<file path="config.mk">
export PLATFORM = sky130hd
export DESIGN_NAME = mem_addr_router
export DESIGN_NICKNAME = d
export VERILOG_FILES = /design/src/rtl/mem_router_pkg.sv /design/src/rtl/mem_region_decode.sv /design/src/rtl/mem_addr_router.sv
export SDC_FILE = /design/constraint.sdc
export NUM_CORES = 1
export LEC_CHECK = 0
export CAP_MARGIN = 25
export CORE_AREA = 2 2 118 120
export DETAILED_ROUTE_END_ITERATION = 7
export DIE_AREA = 0 0 120 122
export PLACE_DENSITY = 0.92
export SLEW_MARGIN = 10
export SYNTH_ARGS = -nofsm -noshare
export SYNTH_HDL_FRONTEND = slang
export SYNTH_SLANG_ARGS = --single-unit
export TNS_END_PERCENT = 100
</file>
<file path="constraint.sdc">
create_clock -name clk -period 5.8 [get_ports clk]
set_input_delay 1.45 -clock clk [delete_from_list [all_inputs] [get_ports clk]]
set_output_delay 1.45 -clock clk [all_outputs]
set_load 0.02 [all_outputs]
</file>
<file path="src/rtl/mem_router_pkg.sv">
// rtl/mem_router_pkg.sv - shared types and constants for the memory address router
package mem_router_pkg;

  typedef enum logic [2:0] {
    IDLE,
    ISSUE,
    WAIT_ACK,
    RESP,
    HOLD
  } state_t;

  localparam logic [31:0] PHYS_MASK     = 32'h1FFF_FFFF;
  localparam logic [31:0] MEM_CTRL_ADDR = 32'hFFFE_0130;

endpackage

</file>
<file path="src/rtl/mem_region_decode.sv">
// rtl/mem_region_decode.sv - combinational address-to-target region decode
module mem_region_decode
  import mem_router_pkg::*;
#(
  parameter int                          NUM_TGT  = 4,
  parameter logic [0:NUM_TGT-1][31:0]    TGT_BASE = '0,
  parameter logic [0:NUM_TGT-1][31:0]    TGT_MASK = '0,
  parameter int                          CTRL_TGT = 3,
  localparam int                         IDX_W    = (NUM_TGT > 1) ? $clog2(NUM_TGT) : 1
) (
  input  logic [31:0]        addr,
  output logic [NUM_TGT-1:0] match,
  output logic               hit,
  output logic [IDX_W-1:0]   idx,
  output logic [31:0]        offset
);

  logic [31:0] phys;

  always_comb begin
    match  = '0;
    hit    = 1'b0;
    idx    = '0;
    offset = '0;
    phys   = addr & PHYS_MASK;
    if (addr == MEM_CTRL_ADDR) begin
      match[CTRL_TGT] = 1'b1;
      hit             = 1'b1;
      idx             = IDX_W'(CTRL_TGT);
      offset          = phys & ~TGT_MASK[CTRL_TGT];
    end else begin
      // Scan downward so the lowest matching index is the one left standing.
      for (int i = NUM_TGT - 1; i >= 0; i--) begin
        if ((phys & TGT_MASK[i]) == TGT_BASE[i]) begin
          match    = '0;
          match[i] = 1'b1;
          hit      = 1'b1;
          idx      = IDX_W'(i);
          offset   = phys & ~TGT_MASK[i];
        end
      end
    end
  end

endmodule

</file>
<file path="src/rtl/mem_addr_router.sv">
// rtl/mem_addr_router.sv - routes one upstream access to a decoded target with timeout/retry
module mem_addr_router
  import mem_router_pkg::*;
#(
  parameter int                       NUM_TGT     = 4,
  parameter int                       DATA_W      = 32,
  parameter logic [0:NUM_TGT-1][31:0] TGT_BASE    = {32'h1FC0_0000, 32'h0000_0000, 32'h1F80_0000, 32'h1F80_1000},
  parameter logic [0:NUM_TGT-1][31:0] TGT_MASK    = {32'h1FF8_0000, 32'h1FE0_0000, 32'h1FFF_FC00, 32'h1FFF_E000},
  parameter int                       CTRL_TGT    = 3,
  parameter int                       TIMEOUT_CYC = 100,
  parameter int                       MAX_RETRY   = 2
) (
  input  logic                      clk,
  input  logic                      rst,
  input  logic [31:0]               addr,
  input  logic [DATA_W-1:0]         wdata,
  input  logic                      ren,
  input  logic                      wen,
  output logic                      ack,
  output logic                      err,
  output logic [DATA_W-1:0]         rdata,
  output logic [NUM_TGT-1:0]        tgt_req,
  output logic                      tgt_we,
  output logic [31:0]               tgt_addr,
  output logic [DATA_W-1:0]         tgt_wdata,
  input  logic [NUM_TGT-1:0]        tgt_ack,
  input  logic [NUM_TGT*DATA_W-1:0] tgt_rdata
);

  localparam int IDX_W = (NUM_TGT > 1) ? $clog2(NUM_TGT) : 1;
  localparam int CNT_W = $clog2(TIMEOUT_CYC + 1);
  localparam int RTY_W = $clog2(MAX_RETRY + 2);

  state_t              state, state_nx;
  logic [CNT_W-1:0]    cnt, cnt_nx;
  logic [RTY_W-1:0]    retry, retry_nx;
  logic                gap, gap_nx;
  logic                ack_r, ack_nx, err_r, err_nx, we_r, we_nx;
  logic [DATA_W-1:0]   rdata_r, rdata_nx, wdata_r, wdata_nx;
  logic [31:0]         off_r, off_nx;
  logic [IDX_W-1:0]    sel_r, sel_nx;

  logic [NUM_TGT-1:0]  dec_match;
  logic                dec_hit;
  logic [IDX_W-1:0]    dec_idx;
  logic [31:0]         dec_offset;
  logic [DATA_W-1:0]   sel_rdata;

  mem_region_decode #(
    .NUM_TGT  (NUM_TGT),
    .TGT_BASE (TGT_BASE),
    .TGT_MASK (TGT_MASK),
    .CTRL_TGT (CTRL_TGT)
  ) u_decode (
    .addr   (addr),
    .match  (dec_match),
    .hit    (dec_hit),
    .idx    (dec_idx),
    .offset (dec_offset)
  );

  assign sel_rdata = tgt_rdata[int'(sel_r)*DATA_W +: DATA_W];
  assign ack       = ack_r;
  assign err       = err_r;
  assign rdata     = rdata_r;
  assign tgt_we    = we_r;
  assign tgt_addr  = off_r;
  assign tgt_wdata = wdata_r;

  always_comb begin
    state_nx = state;
    cnt_nx   = cnt;
    retry_nx = retry;
    gap_nx   = gap;
    ack_nx   = ack_r;
    err_nx   = err_r;
    rdata_nx = rdata_r;
    we_nx    = we_r;
    off_nx   = off_r;
    wdata_nx = wdata_r;
    sel_nx   = sel_r;
    tgt_req  = '0;
    case (state)
      IDLE: begin
        if (ren || wen) begin
          we_nx    = ~ren;
          off_nx   = dec_offset;
          wdata_nx = wdata;
          sel_nx   = dec_idx;
          rdata_nx = '0;
          retry_nx = '0;
          cnt_nx   = '0;
          gap_nx   = 1'b0;
          err_nx   = ~dec_hit;
          state_nx = dec_hit ? ISSUE : RESP;
        end
      end
      ISSUE: begin
        cnt_nx = '0;
        // After a timeout the first ISSUE cycle is a request-free gap.
        if (gap) begin
          gap_nx = 1'b0;
        end else begin
          tgt_req[sel_r] = 1'b1;
          state_nx       = WAIT_ACK;
        end
      end
      WAIT_ACK: begin
        tgt_req[sel_r] = 1'b1;
        if (tgt_ack[sel_r]) begin
          state_nx = RESP;
          if (!we_r) rdata_nx = sel_rdata;
        end else if (cnt == CNT_W'(TIMEOUT_CYC - 1)) begin
          if (retry == RTY_W'(MAX_RETRY)) begin
            state_nx = RESP;
            err_nx   = 1'b1;
            rdata_nx = '0;
          end else begin
            retry_nx = retry + 1'b1;
            gap_nx   = 1'b1;
            state_nx = ISSUE;
          end
        end else begin
          cnt_nx = cnt + 1'b1;
        end
      end
      RESP: begin
        ack_nx   = 1'b1;
        state_nx = HOLD;
      end
      HOLD: begin
        if (!ren && !wen) begin
          ack_nx   = 1'b0;
          err_nx   = 1'b0;
          state_nx = IDLE;
        end
      end
      default: state_nx = IDLE;
    endcase
  end

  always_ff @(posedge clk or posedge rst) begin
    if (rst) begin
      state   <= IDLE;
      cnt     <= '0;
      retry   <= '0;
      gap     <= 1'b0;
      ack_r   <= 1'b0;
      err_r   <= 1'b0;
      rdata_r <= '0;
      we_r    <= 1'b0;
      off_r   <= '0;
      wdata_r <= '0;
      sel_r   <= '0;
    end else begin
      state   <= state_nx;
      cnt     <= cnt_nx;
      retry   <= retry_nx;
      gap     <= gap_nx;
      ack_r   <= ack_nx;
      err_r   <= err_nx;
      rdata_r <= rdata_nx;
      we_r    <= we_nx;
      off_r   <= off_nx;
      wdata_r <= wdata_nx;
      sel_r   <= sel_nx;
    end
  end

endmodule

</file>
==> impl_metrics.env, run 1 <==
export IMPL_num_rows=43
export IMPL_end_kind="output pin"
export IMPL_synth_edf_count=0
export IMPL_swShare_pct=39.0
export IMPL_clock_path_buffers=2
export IMPL_maxSlewViolCount=0
export IMPL_skew_ns=0.00722
export IMPL_syn_to_final_growth_pct=65.0
export IMPL_worstPathRequired_ns=4.35
export IMPL_clock_power_share_pct=17.1
export IMPL_drt_wl_total_um=17600
export IMPL_tns_ns=0
export IMPL_h_tree_depth=3
export IMPL_hold_path_class="flip-flop to flip-flop"
export IMPL_root_buffer="clkbuf_16"
export IMPL_ios=303
export IMPL_clock_sinks=103
export IMPL_outcome="finished clean"
export IMPL_async_flop_share_pct=100
export IMPL_die_h_um=122
export IMPL_clkTransAtPathRegs_ns=0.07
export IMPL_yosysTopAreaCellShare_pct=50.7
export IMPL_drtIter0Drc=290
export IMPL_yosys_area_top_type="dfrtp_1"
export IMPL_grt_pass1_vias=4829
export IMPL_p_int_mw=2.11
export IMPL_avgSynthCellArea_sq_um=11.2
export IMPL_core_area_sq_um=13500
export IMPL_grt_overflow=0
export IMPL_drive_above_1_share_pct=8.57
export IMPL_nets=932
export IMPL_period_share_pct=65.2
export IMPL_cp_arrival_ns=2.33
export IMPL_ctsResizeCount=0
export IMPL_synthFlopType="dfrtp_1"
export IMPL_fin_util_pct=62.1
export IMPL_syn_inst=454
export IMPL_slew_headroom_pct=34.2
export IMPL_synth_most_common_cell="nand2_1"
export IMPL_power_switching_mw=1.35
export IMPL_path_class="flip-flop to output pin"
export IMPL_synth_seq_cells=103
export IMPL_postCtsSetupRepairBufs=0
export IMPL_dp_hpwl_um=13600
export IMPL_vias=4876
export IMPL_cts_made_buffers=9
export IMPL_p_leak_nw=3.57
export IMPL_seqCellArea_sq_um=2580
export IMPL_io_buffer_count=291
export IMPL_gp_congestion=0.865
export IMPL_p_comb_share_pct=49.4
export IMPL_fmax_mhz=264
export IMPL_ys_top_cells_by_count="nand2_1, dfrtp_1, a22o_1"
export IMPL_ys_seq_area_share_pct=50.7
export IMPL_multi_input_area_sq_um=2320
export IMPL_track_usage_pct=23.7
export IMPL_synthTopCellsByArea="dfrtp_1, mux4_2, a22o_1"
export IMPL_fillers=1054
export IMPL_grt_pass1_wl_um=26500
export IMPL_clkLatencyLatePin_ns=0.34
export IMPL_viasPerCell=5.32
export IMPL_netlist_area_sq_um=5080
export IMPL_ys_types=41
export IMPL_p_per_area_nw_per_um2=412
export IMPL_dr_pass1_iters=4
export IMPL_antenna_found_initial=2
export IMPL_hold_buffers=0
export IMPL_ant_nets=0
export IMPL_drv_cap=0
export IMPL_seqPwrFrac_pct=33.5
export IMPL_worstMarginPinSlew_ns=0.983
export IMPL_yosys_warnings=0
export IMPL_die_width_um=120
export IMPL_finalSetupViolations=0
export IMPL_rsz0062_at_grt="false"
export IMPL_grt_max_degree=57
export IMPL_peakVddDrop_uv=267
export IMPL_drc=0
export IMPL_critPathMaxFanout=14
export IMPL_min_period_ns=3.78
export IMPL_cts_tree="done"
export IMPL_start_kind="flip-flop"
export IMPL_wl_per_cell_um=19.2
export IMPL_die_area_sq_um=14600
export IMPL_initial_core_util_pct=37.7
export IMPL_timing_hold_violations_final=0
[routing by layer]
layer / GRT usage [%] / share of wire (%) / up-vias
li1: - / - / 2201
met1: 29.6 / 39 / 2370
met2: 39.4 / 49 / 282
met3: 6.88 / 9.7 / 23
met4: 8.31 / 2.2 / 0
met5: 0 / 0 / -
[layout make-up]
type	count	area share, %
multi-input combinational	315	27.6
tap	180	2.68
antenna	2	0.0596
clock inverter	6	0.611
clock buffer	10	2.85
timing repair buffer	296	35.2
sequential	103	30.7
inverter	5	0.253
[cell families (layout without fill, tap and decap cells)]
logic type | after synthesis | count (layout) | synth area share, %
AOI/OAI and AO/OA | 96 | 96 | 14.4
other | 1 | 13 | 0.0737
adders and majority gates | 2 | 2 | 0.492
buffers and inverters | 46 | 317 | 4.75
muxes | 34 | 34 | 14.8
and+or+nand+nor | 172 | 172 | 14.8
DFF | 103 | 103 | 50.7
[path summary, 6_finish.rpt]
kind                          startpoint             to  slack [ns]  cells after the start
setup reg to reg                sel_r[0]      rdata[10]        2.56                      6
hold / removal             tgt_wdata[26]  tgt_wdata[26]        0.47                      2
setup / recovery                state[0]     tgt_req[3]        2.02                      4
hold reg to reg            tgt_wdata[26]  tgt_wdata[26]        0.47                      2
min in group asynchronous            rst   tgt_wdata[6]        1.58                      2
max in group asynchronous            rst       sel_r[1]        3.10                      3
[cells in the final DEF, fill, tap and decap left out, types with 5 or more instances in the layout]
master / netlist / routed
buf_4: 12 / 5
o21ai_0: 15 / 15
nand4_1: 5 / 5
nor4_1: 6 / 6
conb_1: 1 / 11
a21oi_1: 10 / 10
mux4_2: 33 / 33
nand2_1: 111 / 111
clkdlybuf4s50_1: 0 / 291
dfrtp_1: 103 / 101
nor2_1: 23 / 22
nor3_1: 7 / 7
a31oi_1: 5 / 5
clkbuf_16: 0 / 9
a22o_1: 48 / 48
[metrics by stage]
step | hold slack (ns) | cell area (sq um) | std cells | setup WS (ns) | power [mW]
2_1_floorplan | 0.466 | 5120 | 464 | 1.65 | 2.17
3_3_place_gp | 0.456 | 8100 | 899 | 2.04 | 2.83
3_5_place_dp | 0.462 | 8100 | 899 | 1.87 | 2.89
5_1_grt | 0.499 | 8390 | 916 | 1.91 | 3.66
4_1_cts | 0.481 | 8390 | 915 | 1.98 | 3.49
6_report | 0.474 | 8390 | 917 | 2.02 | 3.45
[sequential cells by signal (all words and copies together), names as in the netlist]
signal,flops
ack,1
cnt,7
err,1
gap,1
rdata,32
retry,2
sel_r,2
state,3
tgt_addr,21
tgt_wdata,32
tgt_we,1
[power by group through the flow]
stage | registers (mW) | clock network (mW) | logic [mW]
6_report | 1.16 | 0.591 | 1.70
5_1_grt | 1.19 | 0.631 | 1.83
4_1_cts | 1.17 | 0.603 | 1.72
3_5_place_dp | 1.17 | 0 | 1.72
3_3_place_gp | 1.17 | 0 | 1.67
2_1_floorplan | 1.26 | 0 | 0.908
[critical path, stage by stage, from the launching register on]
cell and delay [ns]:
dfrtp_1 0.52, o21ai_0 0.60, nor2_1 0.12, and3_1 0.21
clkdlybuf4s50_1 0.55
Power figures use the tool's default switching activity.
==> run 2: changes to the inputs <==
--- a/config.mk
+++ b/config.mk
@@ -6,9 +6,8 @@
 export NUM_CORES = 1
 export LEC_CHECK = 0
 export CAP_MARGIN = 25
-export CORE_AREA = 2 2 118 120
+export CORE_UTILIZATION = 38
 export DETAILED_ROUTE_END_ITERATION = 7
-export DIE_AREA = 0 0 120 122
 export PLACE_DENSITY = 0.92
 export SLEW_MARGIN = 10
 export SYNTH_ARGS = -nofsm -noshare
==> constraint.sdc (replaced) <==
create_clock -name clk -period 3.5 [get_ports clk]
set_input_delay 0.875 -clock clk [delete_from_list [all_inputs] [get_ports clk]]
set_output_delay 0.875 -clock clk [all_outputs]
set_load 0.02 [all_outputs]
==> run 2 against run 1 <==
Against the previous run:
- routed wire length grew 1.9%
- via count grew 1.6%
- register-to-register slack lost 1.7 ns
- global-route usage grew 2.7 points
- clock skew shrank 0.0010 ns
- critical path depth is the same
- setup slack lost 1.9 ns
- largest cell class unchanged
==> impl_metrics.env, run 2 (synthesized netlist as in run 1, its figures left out) <==
export IMPL_worstPathRequired_ns=2.62
export IMPL_fmax_mhz=292
export IMPL_track_usage_pct=26.4
export IMPL_die_area_sq_um=13800
export IMPL_timing_hold_violations_final=0
export IMPL_die_h_um=118
export IMPL_layout_commonest_cell="clkdlybuf4s50_1"
export IMPL_io_buffer_count=291
export IMPL_clkLatencyLatePin_ns=0.35
export IMPL_antenna_found_initial=2
export IMPL_p_per_area_nw_per_um2=692
export IMPL_start_kind="flip-flop"
export IMPL_ctsResizeCount=0
export IMPL_grt_pass1_vias=5033
export IMPL_layout_common_cells="clkdlybuf4s50_1, nand2_1, dfrtp_1"
export IMPL_preCtsSetupSlack_ns=0.335
export IMPL_num_rows=41
export IMPL_cts_tree="done"
export IMPL_wl_per_cell_um=19.7
export IMPL_dp_hpwl_um=13800
export IMPL_peakVddDrop_uv=509
export IMPL_p_leak_nw=3.57
export IMPL_maxSlewViolCount=0
export IMPL_clkTransAtPathRegs_ns=0.08
export IMPL_grt_max_degree=55
export IMPL_rrSetupSlack_ns=0.90
export IMPL_critPathMaxFanout=14
export IMPL_h_tree_depth=3
export IMPL_ios=303
export IMPL_initial_core_util_pct=39.6
export IMPL_hold_buffers=0
export IMPL_drive_above_1_share_pct=8.82
export IMPL_grt_overflow=0
export IMPL_hold_path_class="flip-flop to flip-flop"
export IMPL_setup_slack_ns=0.0718
export IMPL_drt_wl_total_um=17900
export IMPL_cts_made_buffers=9
export IMPL_drv_cap=0
export IMPL_path_class="flip-flop to output pin"
export IMPL_viasPerCell=5.44
export IMPL_grt_pass1_wl_um=27900
export IMPL_slew_headroom_pct=38.3
export IMPL_vias=4955
export IMPL_root_buffer="clkbuf_16"
export IMPL_tns_ns=0
export IMPL_drc=0
export IMPL_drtIter0Drc=403
export IMPL_fillers=942
export IMPL_syn_to_final_growth_pct=65.4
export IMPL_period_share_pct=97.9
export IMPL_ant_nets=0
export IMPL_outcome="finished clean"
export IMPL_min_period_ns=3.43
export IMPL_core_area_sq_um=12800
export IMPL_clock_sinks=103
export IMPL_dr_pass1_iters=5
export IMPL_postCtsSetupRepairBufs=0
export IMPL_worstMarginPinSlew_ns=0.915
export IMPL_gp_congestion=0.927
export IMPL_clock_path_buffers=2
export IMPL_skew_ns=0.00618
export IMPL_cp_arrival_ns=2.55
export IMPL_finalSetupViolations=0
export IMPL_total_power_mw=5.82
export IMPL_rsz0062_at_grt="false"
export IMPL_die_width_um=118
export IMPL_nets=935
export IMPL_end_kind="output pin"
export IMPL_fin_hold_ws_ns=0.479
run 2: cell count changes in the layout (fill, tap and decap cells not counted):
cell / change
buf_4: +3
bufinv_16: +1
clkbuf_8: -1
clkinv_4: -2
clkinvlp_4: +2
inv_4: -1
inv_6: +1
inv_8: -1
run 2: final timing paths:
path | cells after the start | start | end
worst max-delay path | 4 | state[0] | tgt_req[3]
worst min-delay path | 2 | tgt_wdata[19] | tgt_wdata[19]
worst max register to register | 5 | sel_r[0] | rdata[10]
worst min register to register | 2 | tgt_wdata[19] | tgt_wdata[19]
max in group asynchronous | 3 | rst | sel_r[0]
min in group asynchronous | 3 | rst | tgt_wdata[31]
run 2: area by class of cell:
cell class | instances | area [sq um] | area share, %
Timing Repair Buffer | 299 | 2970 | 35.4
Sequential cell | 103 | 2580 | 30.7
Multi-Input combinational cell | 315 | 2320 | 27.6
Clock buffer | 9 | 225 | 2.68
Tap cell | 172 | 215 | 2.56
Clock inverter | 6 | 68.8 | 0.818
Inverter | 5 | 22.5 | 0.268
Antenna cell | 2 | 5.00 | 0.0595
run 2: routing by layer:
metal	global-route usage, %	up-vias	part of all wire, %
met1	31.2	2405	38
li1	-	2212	-
met3	6.35	33	8.4
met2	45.2	305	51
met4	12.3	0	2.8
met5	0	-	0
run 2: worst max-delay path: stages (launching register included):
cell	delay [ns]
dfrtp_1	0.52
o21ai_0	0.79
nor2_1	0.14
and3_1	0.23
clkdlybuf4s50_1	0.53
run 2: through the flow:
| stage | cells | utilization, % | cell area [sq um] |
|---|---|---|---|
| detailed placement | 894 | 63.2 | 8110 |
| finish | 911 | 65.6 | 8410 |
| global route | 911 | 65.6 | 8410 |
| CTS | 909 | 65.5 | 8400 |
| global placement | 894 | 63.2 | 8110 |
| floorplan | 464 | - | 5130 |
run 2: report_power, final:
part           switching, mW  internal (mW)  total (mW)
registers              0.309           1.54        1.85
logic                   1.50           1.45        2.95
clock network          0.462          0.556        1.02
total                   2.27           3.54        5.82
